## src/rtl/regfile_write_sequencer.sv

```systemverilog
// Write-side sequencer for the 16x32 register file: merges load and ALU write-backs
// through a small FIFO and issues one registered write per cycle with a pending-write mask.
module regfile_write_sequencer #(
    parameter int unsigned DEPTH  = 4,
    parameter int unsigned DATA_W = 32,
    parameter int unsigned ADDR_W = 4
) (
    input  logic                     clk,
    input  logic                     rst,
    input  logic                     mem_valid,
    input  logic [ADDR_W-1:0]        mem_addr,
    input  logic [DATA_W-1:0]        mem_data,
    output logic                     mem_ready,
    input  logic                     alu_valid,
    input  logic [ADDR_W-1:0]        alu_addr,
    input  logic [DATA_W-1:0]        alu_data,
    output logic                     alu_ready,
    output logic                     regWrite,
    output logic [ADDR_W-1:0]        A3,
    output logic [DATA_W-1:0]        WD3,
    output logic [15:0]              pending,
    output logic [$clog2(DEPTH):0]   count
);

    localparam int unsigned PW = $clog2(DEPTH);
    localparam int unsigned CW = PW + 1;

    logic [ADDR_W-1:0] addr_q [DEPTH];
    logic [ADDR_W-1:0] addr_d [DEPTH];
    logic [DATA_W-1:0] data_q [DEPTH];
    logic [DATA_W-1:0] data_d [DEPTH];
    logic [DEPTH-1:0]  valid_q, valid_d;
    logic [PW-1:0]     rd_ptr_q, rd_ptr_d, wr_ptr_q, wr_ptr_d, wr_slot;
    logic [CW-1:0]     count_q, count_d;
    logic              regwrite_q, regwrite_d;
    logic [ADDR_W-1:0] a3_q, a3_d;
    logic [DATA_W-1:0] wd3_q, wd3_d;
    logic              mem_acc, alu_acc, pop;

    // Readys look only at the current occupancy; the load path owns the last free slot.
    always_comb begin
        mem_ready = rst && (count_q < CW'(DEPTH));
        alu_ready = rst && ((count_q <= CW'(DEPTH - 2)) ||
                            ((count_q == CW'(DEPTH - 1)) && !mem_valid));
        mem_acc   = mem_valid && mem_ready;
        alu_acc   = alu_valid && alu_ready;
        pop       = (count_q != '0);
    end

    always_comb begin
        addr_d     = addr_q;
        data_d     = data_q;
        valid_d    = valid_q;
        rd_ptr_d   = rd_ptr_q;
        wr_slot    = wr_ptr_q;
        regwrite_d = 1'b0;
        a3_d       = a3_q;
        wd3_d      = wd3_q;

        if (pop) begin
            regwrite_d        = 1'b1;
            a3_d              = addr_q[rd_ptr_q];
            wd3_d             = data_q[rd_ptr_q];
            valid_d[rd_ptr_q] = 1'b0;
            rd_ptr_d          = rd_ptr_q + PW'(1);
        end

        // Load entry goes in first so it is older than a same-cycle ALU entry.
        if (mem_acc) begin
            valid_d[wr_slot] = 1'b1;
            addr_d[wr_slot]  = mem_addr;
            data_d[wr_slot]  = mem_data;
            wr_slot          = wr_slot + PW'(1);
        end
        if (alu_acc) begin
            valid_d[wr_slot] = 1'b1;
            addr_d[wr_slot]  = alu_addr;
            data_d[wr_slot]  = alu_data;
            wr_slot          = wr_slot + PW'(1);
        end

        wr_ptr_d = wr_slot;
        count_d  = count_q + CW'(mem_acc) + CW'(alu_acc) - CW'(pop);
    end

    always_ff @(posedge clk or negedge rst) begin
        if (!rst) begin
            for (int i = 0; i < int'(DEPTH); i++) begin
                addr_q[i] <= '0;
                data_q[i] <= '0;
            end
            valid_q    <= '0;
            rd_ptr_q   <= '0;
            wr_ptr_q   <= '0;
            count_q    <= '0;
            regwrite_q <= 1'b0;
            a3_q       <= '0;
            wd3_q      <= '0;
        end else begin
            addr_q     <= addr_d;
            data_q     <= data_d;
            valid_q    <= valid_d;
            rd_ptr_q   <= rd_ptr_d;
            wr_ptr_q   <= wr_ptr_d;
            count_q    <= count_d;
            regwrite_q <= regwrite_d;
            a3_q       <= a3_d;
            wd3_q      <= wd3_d;
        end
    end

    always_comb begin
        pending = '0;
        for (int r = 0; r < 16; r++) begin
            if (regwrite_q && (a3_q == ADDR_W'(r))) begin
                pending[r] = 1'b1;
            end
            for (int i = 0; i < int'(DEPTH); i++) begin
                if (valid_q[i] && (addr_q[i] == ADDR_W'(r))) begin
                    pending[r] = 1'b1;
                end
            end
        end
    end

    assign regWrite = regwrite_q;
    assign A3       = a3_q;
    assign WD3      = wd3_q;
    assign count    = count_q;

endmodule

```

## config.mk

```make
export PLATFORM = sky130hd
export DESIGN_NAME = regfile_write_sequencer
export DESIGN_NICKNAME = d
export VERILOG_FILES = /design/src/rtl/regfile_write_sequencer.sv
export SDC_FILE = /design/constraint.sdc
export NUM_CORES = 1
export LEC_CHECK = 0
export BUFFER_PORTS_ARGS = -buffer_cell sky130_fd_sc_hd__clkbuf_2
export CORE_MARGIN = 5
export CORE_UTILIZATION = 54
export CTS_CLUSTER_DIAMETER = 120
export DETAILED_ROUTE_END_ITERATION = 8
export PLACE_DENSITY = 0.78
export REMOVE_ABC_BUFFERS = 1
export SLEW_MARGIN = 5
export SYNTH_ARGS = -nofsm -noshare
export SYNTH_HDL_FRONTEND = slang
export SYNTH_SLANG_ARGS = --single-unit
```

## constraint.sdc

```tcl
create_clock -name clk -period 2.5 [get_ports clk]
set_input_delay 0.75 -clock clk [delete_from_list [all_inputs] [get_ports clk]]
set_output_delay 0.75 -clock clk [all_outputs]
set_load 0.005 [all_outputs]
```

## Word level (Yosys, flattened, before mapping)

Cells that the tools add are included.

- Memories kept: 0
- Word-level logic and storage cells: 329
- Bits of input ports: 76
- Register bits: 192
- ROM bits: 0
- Output and inout port bits: 58
- Memory bits (writable): 0
- Bits in latches: 0

- Equality and inequality tests: 76
- Div/mod/pow operators: 0
- Magnitude comparators: 13
- Reductions and logical operators: 98
- Bitwise logic cells: 7
- Add/subtract/negate cells: 6
- Shift operators: 0
- Multiply operators: 0
- Muxes and demuxes: 114

Operator list:

| operator | count |
|---|---|
| bitwise mux 128 bit | 2 |
| 2-to-1 mux 128 bit | 2 |
| equality test 4 bit (second input constant) | 40 |
| demux 32 bit (select 2 bit) | 2 |
| 2-to-1 mux 32 bit | 4 |
| logical AND 1 bit | 90 |
| 2-to-1 mux 1 bit | 84 |
| equality test 4 x 3 -> 1 bit (second input constant) | 20 |
| binary-select mux 32 bit (select 2 bit) | 1 |
| equality test 4 x 2 -> 1 bit (second input constant) | 10 |
| bitwise mux 16 bit | 2 |
| 2-to-1 mux 16 bit | 2 |
| 2-to-1 mux 4 bit | 7 |
| equality test 4 x 1 -> 1 bit (second input constant) | 5 |
| logical NOT 4 bit | 5 |
| demux 4 bit (select 2 bit) | 2 |
| >= comparator 3 bit (second input constant) | 3 |
| less-than comparator 2 x 3 -> 1 bit (second input constant) | 3 |
| inverter 2 -> 3 bit | 3 |
| binary-select mux 4 bit (select 2 bit) | 1 |
| bitwise OR 4 bit | 2 |
| adder 2 x 1 -> 2 bit (second input constant) | 3 |
| adder 3 x 1 -> 3 bit | 2 |
| demux 1 bit (select 2 bit) | 3 |
| 12 further kinds | 16 |

## Longest topological paths before layout

- Depth after elaboration: 11
- Depth in mapped cells: 9
- Gate-level depth less buffers: 8

## Least setup slack after synthesis

Ideal clock, no wire load.

- Path kind: reg-to-reg
- From: register count_q[2], in the netlist count[2]
- To: register count_q[1], in the netlist count[1]
- Library setup time: 135 ps
- Slack: -136 ps
- Arrival time: 2500 ps
- Stages on the path, launching flop included: 9
- Data required time: 2365 ps
- Period minus slack after synthesis: 2636 ps
- Path buffers: 2
- Cells stage by stage: dfrtp_1 -> buf_6 -> nor3_1 -> buf_2 -> inv_1 -> ha_1 -> fa_1 -> inv_1 -> fa_1

- Elaborated cells on any way between the ends: 13
- Those cells by class: add/sub: 3; order compare: 2; eq/ne: 1; reduce/logical: 7

RTL lines:

| what | line | RTL |
|---|---|---|
| from (decl) | 34 | `logic [CW-1:0] count_q, count_d;` |
| from (signal assigned) | 105 | `count_q <= count_d;` |
| nonzero test 3 bit | 47 | `pop = (count_q != '0);` |
| named net pop | 38 | `logic mem_acc, alu_acc, pop;` |
| subtractor 3 x 1 -> 3 bit | 83 | `count_d = count_q + CW'(mem_acc) + CW'(alu_acc) - CW'(pop);` |
| named net count_d[1] | 34 |  |

The timed path passes the listed nets, and every way through them passes these cells.
A chain may end at the register's enable or synchronous reset.

## Worst setup path in the final report

- From: register valid_q[1]
- To: output pending[3]

- Longest elaborated chain between the ends: 4

RTL lines:

| what | line | RTL |
|---|---|---|
| from (decl) | 32 | `logic [DEPTH-1:0] valid_q, valid_d;` |
| from (signal assigned) | 102 | `valid_q <= valid_d;` |
| logical AND 1 bit | 119 | `if (valid_q[i] && (addr_q[i] == ADDR_W'(r))) begin` |
| 2-to-1 mux 1 bit (3 in a row) | 119 |  |
| to (decl) | 21 | `output logic [15:0] pending,` |

No other way between the ends.

==> impl_metrics.toml <==
[final_layout]
multi_input_area_um2 = 6200
nFillCells = 1455
diodes = 0
nNetsFinal = 1031
syn2layout_area_growth_pct = 18.8
final_cell_area_um2 = 13400
register_area_um2 = 4830
drive_above_1_share = 0.662
stdcell_count = 1222

[timing]
setup_viol = 7
fmax_ghz = 0.390
grt_setup_unrepaired = "yes"
finalSetupTns_ns = -0.353
postLayoutSetupSlackWorst_ns = -0.0635
slew_headroom = 0.554
skew_ns = 0.0162
worstMarginPinSlew_ns = 0.669
slew_violations = 0
fin_crit_ns = 2.56
hold_violations = 0
timing.final.crit_share = 1.03

[die]
initial_core_util = 0.554
io_pins = 134
die-area_um2 = 23900
rows = 52
core_area_um2 = 20400
die_w_um = 154
fp.dieH_um = 154

[synth]
netlist_top_cells_area = "dfrtp_1 (43%), mux2_2 (21%), mux2_4 (15%)"
synth_edf_count = 0
synth_area_leader_cell = "dfrtp_1"
synth-seq-area-share = 0.426
ys_async_sr_fraction = 1.00
yosysUniqueCellTypes = 39
ys_seq_elements = 192
synth-main-ff-cell = "dfrtp_1"
yosysWarningCount = 0
synth.cell_area_um2 = 11300
syn_inst = 772
avgSynthCellArea_um2 = 14.6
netlist.area_leader.share = 0.426

[setup_path]
path_class = "reg -> out"
crit_path_max_fanout = 5
arrival_ns = 1.81
critPathLaunch = "valid_q[1]"
crit_path_start_kind = "register"
crit_required_ns = 1.75
cp-end-kind = "output port"
r2r_start = "count[2]"

[placed_design]
pre_cts_ws_ns = -0.0109
placed_cells = 1168
gp_congestion = 0.901
portBuffers = 133
dpl-instance-area_um2 = 12500
dp_hpwl_um = 17700

[routing]
drtIter0Drc = 287
ant_nets = 0
dr.pass1.iters = 4
routedWlPerCell_um = 21.7
wl_um = 26500
vias_per_cell = 5.84
vias = 7142
drc = 0

[worst_hold_path]
hp-class = "in -> async"

[cts]
clock_insertion_delay_worst_skew_ns = 0.43
cts.path.max_buffers = 2
cts_num_sinks = 192
hold_buffers = 0
cts_tree = "yes"
ctsRootBufferMaster = "clkbuf_16"
h-tree-depth = 4
numCtsBuffers = 17
path_clk_slew_ns = 0.07

[global_route]
grt_use_met3 = 0.0377
met1_usage = 0.284
grt_max_degree = 116
grt-ovfl-total = 0
use_met2 = 0.397
grt_antenna_before_repair = 0
grt_pass1_wl_um = 42400
grt_usage = 0.223
busiest_layer = "met2"
grt_pass1_vias = 7673

[power_and_ir_drop]
powerDensity_nw_per_um2 = 1300
power.leakage_nw = 6.34
power_w = 0.0174
vdd_drop_max_uv = 590

[run_status]
violations = "setup timing"
outcome = "finished with violations"

[job]
drv_cap = 0
-- layout make-up --
class	count	area share
Tap cell	270	0.0252
Clock buffer	21	0.0336
Multi-Input combinational cell	514	0.463
Timing Repair Buffer	196	0.101
Clock inverter	11	0.0113
Inverter	18	0.00505
Sequential cell	192	0.361
-- kinds of logic (layout without fill, tap and decap cells) --
kind of cell / count (synthesis) / in the layout / synth area share
multiplexers: 364 / 364 / 0.439
AO/OA/AOI/OAI: 38 / 38 / 0.0296
XOR/XNOR: 4 / 4 / 0.00311
AND/OR/NAND/NOR: 92 / 92 / 0.0496
adder cells (fa/ha/maj): 16 / 16 / 0.0191
flip-flops: 192 / 192 / 0.426
buffers and inverters: 66 / 246 / 0.0333
-- worst max-delay path, stage by stage, from the launching register on --
cell and delay, ns:
dfrtp_1 0.43, nand3b_1 0.21, o22ai_2 0.10, or4_1 0.51, clkbuf_2 0.14
-- final timing paths --
kind / endpoint / slack (ns) / cells past startpoint
worst max-delay path: pending[3] / -0.06 / 4
worst min-delay path: count[1] / 0.43 / 3
worst max register to register: data_q[94] / 0.29 / 8
worst min register to register: WD3[4] / 0.51 / 1
max in group asynchronous: addr_q[2] / 1.05 / 4
min in group clk: WD3[4] / 0.51 / 1
-- cells in the final DEF, fill, tap and decap left out, drive strengths merged --
| master | netlist | routed |
|---|---|---|
| clkinvlp | 0 | 1 |
| clkbuf | 13 | 154 |
| nor3 | 7 | 7 |
| nand3b | 11 | 11 |
| nor2b | 7 | 7 |
| ha | 14 | 14 |
| a22oi | 1 | 1 |
| or2 | 1 | 1 |
| o211ai | 1 | 1 |
| buf | 35 | 63 |
| or4 | 4 | 4 |
| xnor2 | 2 | 2 |
| o32ai | 6 | 6 |
| fa | 2 | 2 |
| xor2 | 2 | 2 |
| nor3b | 4 | 4 |
| nand2b | 10 | 10 |
| mux4 | 36 | 36 |
| inv | 18 | 22 |
| a2bb2oi | 1 | 1 |
| mux2i | 3 | 3 |
| o2111ai | 4 | 4 |
| bufinv | 0 | 3 |
| o22ai | 20 | 20 |
| nand3 | 10 | 10 |
| mux2 | 325 | 325 |
| dfrtp | 192 | 192 |
| nor2 | 14 | 14 |
| clkinv | 0 | 3 |
| or3 | 12 | 12 |
| o21a | 1 | 1 |
| nand2 | 5 | 5 |
| nand4b | 4 | 4 |
| or3b | 3 | 3 |
| o21ai | 4 | 4 |
-- flip-flops by register name, indices dropped and copies added, names as in the netlist --
register	count
data_q	128
WD3	32
addr_q	16
A3	4
valid_q	4
count	3
rd_ptr_q	2
wr_ptr_q	2
regWrite	1
-- synth_stat cells (all sizes together), types with 11 or more instances --
master,instances
dfrtp,192
inv,18
mux4,36
clkbuf,13
o22ai,20
ha,14
nor2,14
buf,35
nand3b,11
or3,12
mux2,325
-- power by group --
group          switching, W  internal (W)  leakage (nW)
logic               0.00322       0.00557          3.77
clock network       0.00121       0.00161         0.293
registers           0.00106       0.00477          2.28
total               0.00549        0.0120          6.34
-- metal layers --
| metal | wire length, um | up-vias | share of wire |
|---|---|---|---|
| met1 | 11200 | 3714 | 0.42 |
| met3 | 1040 | 22 | 0.039 |
| met4 | 325 | 0 | 0.012 |
| li1 | - | 3234 | - |
| met5 | 0 | - | 0 |
| met2 | 13900 | 172 | 0.53 |
-- metrics by stage --
step           hold WS (ns)   util
6_report              0.429  0.657
4_1_cts               0.423  0.649
2_1_floorplan         0.454      -
3_3_place_gp          0.487  0.613
3_5_place_dp          0.492  0.613
5_1_grt               0.433  0.657
-- timing repair --
action,4_1_cts,5_1_grt
buffers inserted,12,11
endpoints found under the setup margin,13,17
cloned,0,0
pin swaps,6,7
resized for setup,19,21
(Power assumes the default switching activity.)
